<file path="config.mk">
export PLATFORM = sky130hd
export DESIGN_NAME = sel_change_highlight
export DESIGN_NICKNAME = d
export VERILOG_FILES = /design/src/rtl/sel_change_highlight.sv
export SDC_FILE = /design/constraint.sdc
export NUM_CORES = 1
export LEC_CHECK = 0
export CORE_UTILIZATION = 30
export DETAILED_ROUTE_END_ITERATION = 6
export GPL_TIMING_DRIVEN = 0
export REMOVE_ABC_BUFFERS = 1
export SLEW_MARGIN = 40
export SYNTH_ARGS = -nofsm -noshare
export SYNTH_HDL_FRONTEND = slang
export SYNTH_SLANG_ARGS = --single-unit
</file>
<file path="constraint.sdc">
create_clock -name I_CLK -period 1.7 [get_ports I_CLK]
set_input_delay 0.255 -clock I_CLK [delete_from_list [all_inputs] [get_ports I_CLK]]
set_output_delay 0.255 -clock I_CLK [all_outputs]
set_load 0.01 [all_outputs]
</file>
<file path="src/rtl/sel_change_highlight.sv">
// sel_change_highlight
//   Watches NCH packed selector codes. When exactly one channel changes, that
//   channel's segment is highlighted for HOLD cycles. Every other segment is
//   blanked during that time. When no highlight is active, all segments are lit.
//   When two or more channels change in the same cycle, the block goes back to
//   all-lit.
//
// Ports
//   I_CLK   in   1            sole clock, rising edge
//   I_RST   in   1            synchronous active-high reset
//   I_SEL   in   NCH*W        selector codes, channel k at [k*W +: W]
//   O_SEG   out  NCH          segment enables, active-high (registered)
//   O_BUSY  out  1            high while highlighting (registered)
//   O_CH    out  clog2(NCH)   highlighted channel index (registered)
//
// Optional feature: define DIFF_BLINK_EN to make the highlighted segment
// blink with a half-period of BLINK_HALF cycles, starting in the on phase.
//
// state     | meaning
// ----------+---------------------------------------------------------
// IDLE      | no highlight, all segments on
// HIGHLIGHT | one channel shown, CNT counts the remaining hold cycles

module sel_change_highlight #(
  parameter int NCH        = 2,
  parameter int W          = 3,
  parameter int HOLD       = 1000,
  parameter int BLINK_HALF = 250
) (
  input  logic                                  I_CLK,
  input  logic                                  I_RST,
  input  logic [NCH*W-1:0]                      I_SEL,
  output logic [NCH-1:0]                        O_SEG,
  output logic                                  O_BUSY,
  output logic [((NCH > 1) ? $clog2(NCH) : 1)-1:0] O_CH
);

  localparam int CHW = (NCH > 1) ? $clog2(NCH) : 1;
  localparam int CW  = (HOLD > 1) ? $clog2(HOLD) : 1;

  if (NCH < 2 || W < 1 || HOLD < 1 || BLINK_HALF < 1) begin : g_bad_param
    $error("sel_change_highlight: illegal parameter value");
  end

  typedef enum logic {
    IDLE      = 1'b0,
    HIGHLIGHT = 1'b1
  } state_t;

  state_t           state, state_nxt;
  logic [NCH*W-1:0] prev;
  logic [CW-1:0]    cnt, cnt_nxt;
  logic [CHW-1:0]   ch_nxt;
  logic [NCH-1:0]   seg_nxt;
  logic [NCH-1:0]   chg;
  logic             chg_any, chg_multi;
  logic [CHW-1:0]   chg_idx;
  logic             lit;

`ifdef DIFF_BLINK_EN
  localparam int BW = (BLINK_HALF > 1) ? $clog2(BLINK_HALF) : 1;
  logic          phase, phase_nxt;
  logic [BW-1:0] bcnt, bcnt_nxt;
`endif

  // Single pass over the change vector gives "any", "more than one" and the
  // index of the single changed channel without needing a popcount.
  always_comb begin
    chg       = '0;
    chg_any   = 1'b0;
    chg_multi = 1'b0;
    chg_idx   = '0;
    for (int k = 0; k < NCH; k++) begin
      chg[k] = (I_SEL[k*W +: W] != prev[k*W +: W]);
      if (chg[k]) begin
        if (chg_any) chg_multi = 1'b1;
        chg_any = 1'b1;
        chg_idx = CHW'(k);
      end
    end
  end

  always_comb begin
    state_nxt = state;
    cnt_nxt   = cnt;
    ch_nxt    = O_CH;
    lit       = 1'b1;
`ifdef DIFF_BLINK_EN
    phase_nxt = phase;
    bcnt_nxt  = bcnt;
`endif
    if (chg_multi) begin
      state_nxt = IDLE;
      cnt_nxt   = '0;
    end else if (chg_any) begin
      state_nxt = HIGHLIGHT;
      cnt_nxt   = CW'(HOLD - 1);
      ch_nxt    = chg_idx;
`ifdef DIFF_BLINK_EN
      phase_nxt = 1'b1;
      bcnt_nxt  = BW'(BLINK_HALF - 1);
`endif
    end else if (state == HIGHLIGHT) begin
      if (cnt == '0) begin
        state_nxt = IDLE;
      end else begin
        cnt_nxt = cnt - 1'b1;
      end
`ifdef DIFF_BLINK_EN
      if (bcnt == '0) begin
        phase_nxt = ~phase;
        bcnt_nxt  = BW'(BLINK_HALF - 1);
      end else begin
        bcnt_nxt = bcnt - 1'b1;
      end
`endif
    end else begin
      cnt_nxt = '0;
    end

`ifdef DIFF_BLINK_EN
    lit = phase_nxt;
`endif

    seg_nxt = '1;
    if (state_nxt == HIGHLIGHT) begin
      for (int k = 0; k < NCH; k++) begin
        seg_nxt[k] = lit && (ch_nxt == CHW'(k));
      end
    end
  end

  always_ff @(posedge I_CLK) begin
    prev <= I_SEL;
    if (I_RST) begin
      state  <= IDLE;
      cnt    <= '0;
      O_SEG  <= '1;
      O_BUSY <= 1'b0;
      O_CH   <= '0;
`ifdef DIFF_BLINK_EN
      phase  <= 1'b1;
      bcnt   <= '0;
`endif
    end else begin
      state  <= state_nxt;
      cnt    <= cnt_nxt;
      O_SEG  <= seg_nxt;
      O_BUSY <= (state_nxt == HIGHLIGHT);
      O_CH   <= ch_nxt;
`ifdef DIFF_BLINK_EN
      phase  <= phase_nxt;
      bcnt   <= bcnt_nxt;
`endif
    end
  end

endmodule

</file>
==> flow_summary.json <==
{
  "die_w_um": 55.8,
  "netlist_top_cells_area": "dfxtp_1, xnor2_1, a21oi_1",
  "period_minus_slack_ns": 1.63,
  "drv_slew": 0,
  "dp_slack_ns": -0.220,
  "synth.cell_area_um2": 870,
  "vias": 732,
  "yosysTopAreaCell": "dfxtp_1",
  "ys_seq_area_frac": 0.460,
  "yosysWarnings": 0,
  "num_rows": 19,
  "yosysMostFrequentCell": "dfxtp_1",
  "vias_per_cell": 5.27,
  "ir_drop_mv": 0.678,
  "synthFlopType": "dfxtp_1",
  "clk_latency_ns": 0.30,
  "antenna_found_initial": 0,
  "async_flop_share": 0,
  "critPathMaxFanout": 5,
  "fp.dieH_um": 55.8,
  "r2r-start": "cnt[0]",
  "min_from": "I_SEL[1]",
  "worstPathArrival_ns": 1.81,
  "worst_pin_slew_ns": 0.491,
  "crit_type": "flip-flop to flip-flop",
  "cp-end-kind": "flip-flop",
  "outcome": "complete, no violations",
  "cts-root-buf": "clkbuf_4",
  "dr.first_iter.drc_count": 7,
  "maxCapViolCount": 0,
  "synthTopCellsByCount": "dfxtp_1, a21oi_1, xnor2_1",
  "cpPeakStageDelay_ns": 0.58,
  "min_period_over_period": 0.957,
  "core_area_um2": 2760,
  "final_antenna_net_count": 0,
  "rsz0062_at_grt": "true",
  "required_ns": 1.89,
  "synth_cells": 93,
  "clkTransAtPathRegs_ns": 0.12,
  "htreeDepth": 1,
  "area_growth_pct": 28.1,
  "timing.final.ws_setup_ns": 0.0736,
  "whs_ns": 0.438,
  "power_density_nw_per_um2": 1050,
  "avgSynthCellArea_um2": 9.35,
  "path_cells": "buf_4, or4_4, o31a_1, o21ai_1, a21oi_1",
  "grt_use_total": 0.114,
  "dpl_cell_area_um2": 1010,
  "final_layout_size_suffix_gt1_frac": 0.185,
  "fmax_ghz": 0.615,
  "crit_start": "cnt[0]",
  "grt_pass1_wl_um": 2770,
  "drc": 0,
  "crit_slowest_cell": "or4_4",
  "synth_edf_count": 0,
  "initial_core_util": 0.315,
  "yosysUniqueCellTypes": 33,
  "gp_congestion": 0.772,
  "drtPass1Iterations": 3,
  "overflow": 0,
  "port_buffers": 11,
  "dp_hpwl_um": 1170,
  "slew_headroom": 0.670,
  "grt_pass1_vias": 661,
  "finalSetupViolations": 0,
  "cts_tree": "built",
  "cts.sinks": 20,
  "wl_per_cell_um": 11.8,
  "netlist.area_leader.share": 0.460,
  "numCtsBuffers": 3,
  "boundaryPins": 12,
  "diodes": 0,
  "cts.path.max_buffers": 2,
  "fin_area_um2": 1110,
  "finClkSkew_ns": 0.00399,
  "power.leakage_nw": 0.393,
  "grt_max_degree": 13,
  "cp-start-kind": "flip-flop",
  "hold_viol": 0,
  "routed_wirelength_um": 1640,
  "fill_cells": 290,
  "min_path_type": "input pin to flip-flop",
  "die_area_um2": 3120,
  "nets": 118,
  "ys_ff_latch": 20
}
-- flip-flops by register name, summed over array words and instances, names as in the netlist --
| register | cells |
|---|---|
| cnt | 10 |
| prev | 6 |
| O_CH | 1 |
| state | 1 |
| O_SEG | 2 |
-- per-layer routing --
metal  part of all wire  GRT usage
met5                  0          0
met3              0.040     0.0442
met1               0.45      0.133
met2               0.50      0.191
met4             0.0085     0.0418
-- worst max-delay path: cells and delay by family (launching register included) --
family                 cells  cell delay [ns]
and+or+nand+nor            1             0.58
AOI/OAI and AO/OA          3             0.46
DFF                        1             0.34
buffers and inverters      1             0.13
-- path summary, 6_finish.rpt --
check	to	slack, ns	depth (start not counted)
max	cnt[7]	0.07	5
min reg2reg	O_CH	0.51	2
max reg2reg	cnt[7]	0.07	5
min	prev[1]	0.44	1
-- through the flow --
stage | total power [W] | utilization | cells | setup TNS [ns]
floorplan | 0.000694 | - | 91 | 0
global placement | 0.000754 | 0.367 | 133 | -1.70
detailed placement | 0.000758 | 0.367 | 133 | -2.12
CTS | 0.00116 | 0.397 | 139 | 0
global route | 0.00124 | 0.404 | 139 | -0.0108
finish | 0.00116 | 0.404 | 139 | 0
-- final cells by class --
cell class,instances,area (um2),share of cell area
clock inverter,1,30.0,0.0270
inverter,4,15.0,0.0135
clock buffer,3,22.5,0.0202
timing repair buffer,13,125,0.112
sequential,20,403,0.362
tap,31,38.8,0.0348
multi-input combinational,67,479,0.430
-- cells by family (layout without fill, tap and decap cells) --
| logic type | Yosys count | in the layout | synth area share |
|---|---|---|---|
| simple gates | 34 | 34 | 0.246 |
| fa+ha+maj | 1 | 1 | 0.0144 |
| compound gates | 24 | 24 | 0.173 |
| xor+xnor | 8 | 8 | 0.0806 |
| flops | 20 | 20 | 0.460 |
| buf+inv | 6 | 21 | 0.0259 |
-- layout by cell type, fill, tap and decap left out --
cell type and n:
inv_1 4, o21ai_1 2, nand2_1 4, dfxtp_2 2, xor2_1 1, a31oi_1 4, nand4b_1 1, or4_4 1
nor2_1 4, a21boi_0 1, nand3_1 4, o21ai_0 2, a21oi_1 9, or4_1 1, dfxtp_1 18, ha_2 1
o31a_1 2, a31oi_4 1, buf_4 2, or2_2 1, or2_1 1, clkbuf_4 3, nor3b_2 1, or3_1 4
nand3b_1 1, nor4_2 1, or3b_4 1, nor3_1 2, or3_2 2, clkdlybuf4s50_1 11, and3_4 1, nor4_1 2
o21a_1 1, o21bai_1 1, nor2_2 1, bufinv_16 1, a21o_1 1, nor4_4 1, xnor2_1 7
-- power by group --
| part | switching, W | total, W | internal, W | leakage (nW) |
|---|---|---|---|---|
| Sequential | 0.0000257 | 0.000525 | 0.000499 | 0.166 |
| Clock | 0.000149 | 0.000387 | 0.000238 | 0.0279 |
| Combinational | 0.000121 | 0.000253 | 0.000131 | 0.199 |
| Total | 0.000296 | 0.00116 | 0.000869 | 0.393 |
-- what timing repair did --
item | CTS | global route
hold buffers | 0 | 0
setup endpoints to repair | 10 | 11
resized for setup | 4 | 7
setup buffers | 2 | 0
pin swaps | 3 | 1
Note: power is estimated with default switching activity, not from simulation.
==> RTL change 1 (config.mk and constraints unchanged) <==
`NCH`: 2 -> 4.
--- a/src/rtl/sel_change_highlight.sv
+++ b/src/rtl/sel_change_highlight.sv
@@ -22,7 +22,7 @@
 // HIGHLIGHT | one channel shown, CNT counts the remaining hold cycles
 
 module sel_change_highlight #(
-  parameter int NCH        = 2,
+  parameter int NCH        = 4,
   parameter int W          = 3,
   parameter int HOLD       = 1000,
   parameter int BLINK_HALF = 250
Interface: changed (resized I_SEL, O_CH and O_SEG); port bits go from 12 to 21. The function was not compared with the original's and may differ.
==> RTL change 1 against the unedited design <==
  * The run now ends with negative setup slack left
  * Worst setup slack worse by 0.21 ns
  * Sequential cell count up 9
  * Total power up 30%
  * Final area up 79%
  * Via count up 57%
  * Sequential share of layout area down 6.9 points
  * Clock skew up 0.0030 ns
  * Synthesized area up 55%
  * Routed wire length up 67%
==> RTL change 1: results (changes against the unedited design) <==
max incr delay on CP 0.48 ns (-0.10 ns); drt initial violations 63 (+56); synth top area cells dfxtp_1, xnor2_1, a21oi_1, nand3_1, o21ai_0; biggest regs prev: 12 flops, cnt: 10 flops, O_SEG: 4 flops; largest net degree at the start of global routing 14 (+1); H-tree Lvls 2 (+1); clk_skew 0.00703 ns (+0.00305 ns); Worst Setup SP cnt[1]; complex-gate fraction of the synthesized area 15.7% (-1.6 points); drt pass-1 iters 4 (+1); reg2reg end cnt[0]; Avg WL per Cell 11.7 um (-1.1%); Sw Share 24.7% (-0.72 points); HPWL Detailed 1760 um (+50%); gr usage total 12.6% (+1.2 points); violated checks negative setup slack; Hold Slack 0.483 ns (+0.0453 ns); xor/xnor share of the synthesized area 13.4% (+5.4 points); via count 1149 (+57%); placed instance area 1590 um2 (+58%); clock-pin slew on the worst setup and hold paths 0.06 ns (-0.06 ns); Inst Count DP 214 (+61%); fin worst setup slack -0.134 ns (-0.208 ns); IR drop worst, VDD 0.000469 V (-31%); layout cells sized above 1 31.7% (+13 points); Seq/Total Area, Yosys 43.0% (-3.0 points); CP max-delay cell or4b_4; part of the power in registers 47.5% (+2.4 points); Pwr Total 1.52 mW (+30%); port buffer count 20 (+9); GP Congestion 0.772 (about the same); Place WS -0.661 ns (-0.440 ns); endpoints failing setup 15 (+15); worst skew pair latency 0.28 ns (-0.02 ns); vias per cell 4.89 (-7.2%); Final TNS setup -1.49 ns (-1.49 ns); maximum fanout along the worst path 6 (+1); R2R cell count 7 (+2); total clock buffers created by CTS 5 (+2); CP Data Arrival Time 2.05 ns (+0.24 ns); status finished with violations
RTL change 1: cell types whose count changed in the layout (fill, tap and decap cells not counted), sizes merged, moves of 5 or more:
cell           before  now
o21ai               4   12
dfxtp              20   29
a21oi               9   14
xnor2               7   16
clkdlybuf4s50      11   20
buf                 2   14
nand3               4   12
nand2               4   11
RTL change 1: routing by layer:
metal | global-route usage, % | part of all wire [%] | routed length, um | vias up
li1 | - | - | - | 596
met1 | 14.5 | 47 | 1280 | 523
met2 | 19.8 | 47 | 1280 | 23
met3 | 5.26 | 4.7 | 128 | 7
met4 | 6.58 | 2.1 | 57 | 0
met5 | 0 | 0 | 0 | -
RTL change 1: cell type report:
cell class	count	area, um2
Inverter	3	11.3
Clock buffer	7	86.3
Tap cell	52	65.1
Sequential cell	29	586
Multi-Input combinational cell	110	933
Timing Repair Buffer	34	315
Fill cell	411	2360
==> RTL change 2 (same flow settings) <==
Without the edit above. Add an input register stage for `I_SEL`, without a reset; this delays it by one clock.
--- a/src/rtl/sel_change_highlight.sv
+++ b/src/rtl/sel_change_highlight.sv
@@ -38,6 +38,12 @@
   localparam int CHW = (NCH > 1) ? $clog2(NCH) : 1;
   localparam int CW  = (HOLD > 1) ? $clog2(HOLD) : 1;
 
+  logic [NCH*W-1:0] I_SEL_q;
+
+  always_ff @(posedge I_CLK) begin
+    I_SEL_q <= I_SEL;
+  end
+
   if (NCH < 2 || W < 1 || HOLD < 1 || BLINK_HALF < 1) begin : g_bad_param
     $error("sel_change_highlight: illegal parameter value");
   end
@@ -71,7 +77,7 @@
     chg_multi = 1'b0;
     chg_idx   = '0;
     for (int k = 0; k < NCH; k++) begin
-      chg[k] = (I_SEL[k*W +: W] != prev[k*W +: W]);
+      chg[k] = (I_SEL_q[k*W +: W] != prev[k*W +: W]);
       if (chg[k]) begin
         if (chg_any) chg_multi = 1'b1;
         chg_any = 1'b1;
@@ -131,7 +137,7 @@
   end
 
   always_ff @(posedge I_CLK) begin
-    prev <= I_SEL;
+    prev <= I_SEL_q;
     if (I_RST) begin
       state  <= IDLE;
       cnt    <= '0;
Function: changed (Yosys sat finds a counterexample within 4 cycles, from zero or initial values and one cycle with I_RST high).
==> RTL change 2 against the unedited design <==
  * Fmax about the same
  * Worst setup slack better by 0.0015 ns
  * Final area up 9.0%
  * Total power up 1.3%
  * Sequential cell count up 6
  * Routed wire length up 2.1%
  * Clock power down 36%
  * First-iteration DRC count up 14%
  * Synthesized cell count unchanged
  * Synthesized area up 17%
==> RTL change 2: results (changes against the unedited design) <==
vias per cell 4.73 (-10%); xor/xnor share of the synthesized area 8.59% (+0.53 points); hold endpoint prev[4]; CP max-delay cell dfxtp_1; largest net degree at the start of global routing 14 (+1); Seq/Total Area, Yosys 51.0% (+5.0 points); Distinct cells, synth 35 (+6.1%); number of non-clock buffers 11 (-2); Seq Cell Count 26 (+30%); fin worst setup slack 0.0750 ns (+0.00147 ns); Layout fillers 325 (+12%); vias in the first global route 722 (+9.2%); multi-input logic area 490 um2 (+2.3%); gr usage total 10.7% (-0.71 points); Post-CTS Setup Repair Bufs 0 (-2); routed wire length 1670 um (+2.1%); IR drop worst, VDD 0.000406 V (-40%); Clock Network Area Fraction 1.86% (-2.9 points); first-pass GRT wire length 2930 um (+5.7%); Hold Path Cell Cnt 0 (-1); synth top area cells dfxtp_1, xnor2_1, or3_1, a211oi_2, nor4_4; Multi-In Gates 60 (-10%); Setup crit end O_SEG[1]; Slew HR 70.1% (+3.1 points); clk_skew 0.00186 ns (-0.00212 ns); reg2reg end O_SEG[1]; Synthesis Warnings 0 (unchanged); adder-cell share of the synthesized area 2.33% (+0.89 points); Non-Filler Instances 148 (+6.5%); Register Area 520 um2 (+29%); status completed; biggest regs cnt: 10 flops, I_SEL_q: 6 flops, prev: 6 flops; Hold Slack 0.373 ns (-0.0647 ns); GP Congestion 0.720 (-6.8%); Synth top area share 51.0% (+5.0 points); Place WS 0.00999 ns (+0.230 ns); Hold Path Class reg -> reg; drt initial violations 8 (+1); fin nets 115 (-2.5%); CP Data Arrival Time 1.83 ns (+0.02 ns); layout cells sized above 1 16.3% (-2.2 points); Min-Delay Startpoint I_SEL_q[4]; port buffer count 11 (unchanged); static leakage 0.417 nW (+6.2%); max incr delay on CP 0.38 ns (-0.20 ns); post-cts sizing count 1 (-3); multi-input combinational area share 40.4% (-2.6 points); most frequent cells after synthesis dfxtp_1, xnor2_1, or3_1
-- RTL change 2: cell count changes after synthesis, moves of 2 or more --
cell / unedited run / this run
xnor2_1: 7 / 10
dfxtp_1: 20 / 26
nor2b_1: 0 / 2
a211oi_2: 0 / 2
nor2_1: 5 / 3
nor4_1: 3 / 1
a21oi_1: 9 / 4
or3_1: 4 / 6
or3_2: 2 / 0
nand2_1: 4 / 0
-- RTL change 2: power groups by stage --
stage,combinational [mW],clock [mW],sequential [mW]
floorplan,0.178,0,0.688
global placement,0.238,0,0.689
detailed placement,0.241,0,0.691
CTS,0.249,0.260,0.677
global route,0.280,0.281,0.686
finish,0.255,0.246,0.680
-- RTL change 2: metal layers --
metal	track usage, %	share of wire (%)	vias to the layer above
met5	0	0	-
met4	2.99	0.48	0
met3	1.95	2.9	2
met2	19.8	49	9
met1	12.5	48	332
li1	-	-	357
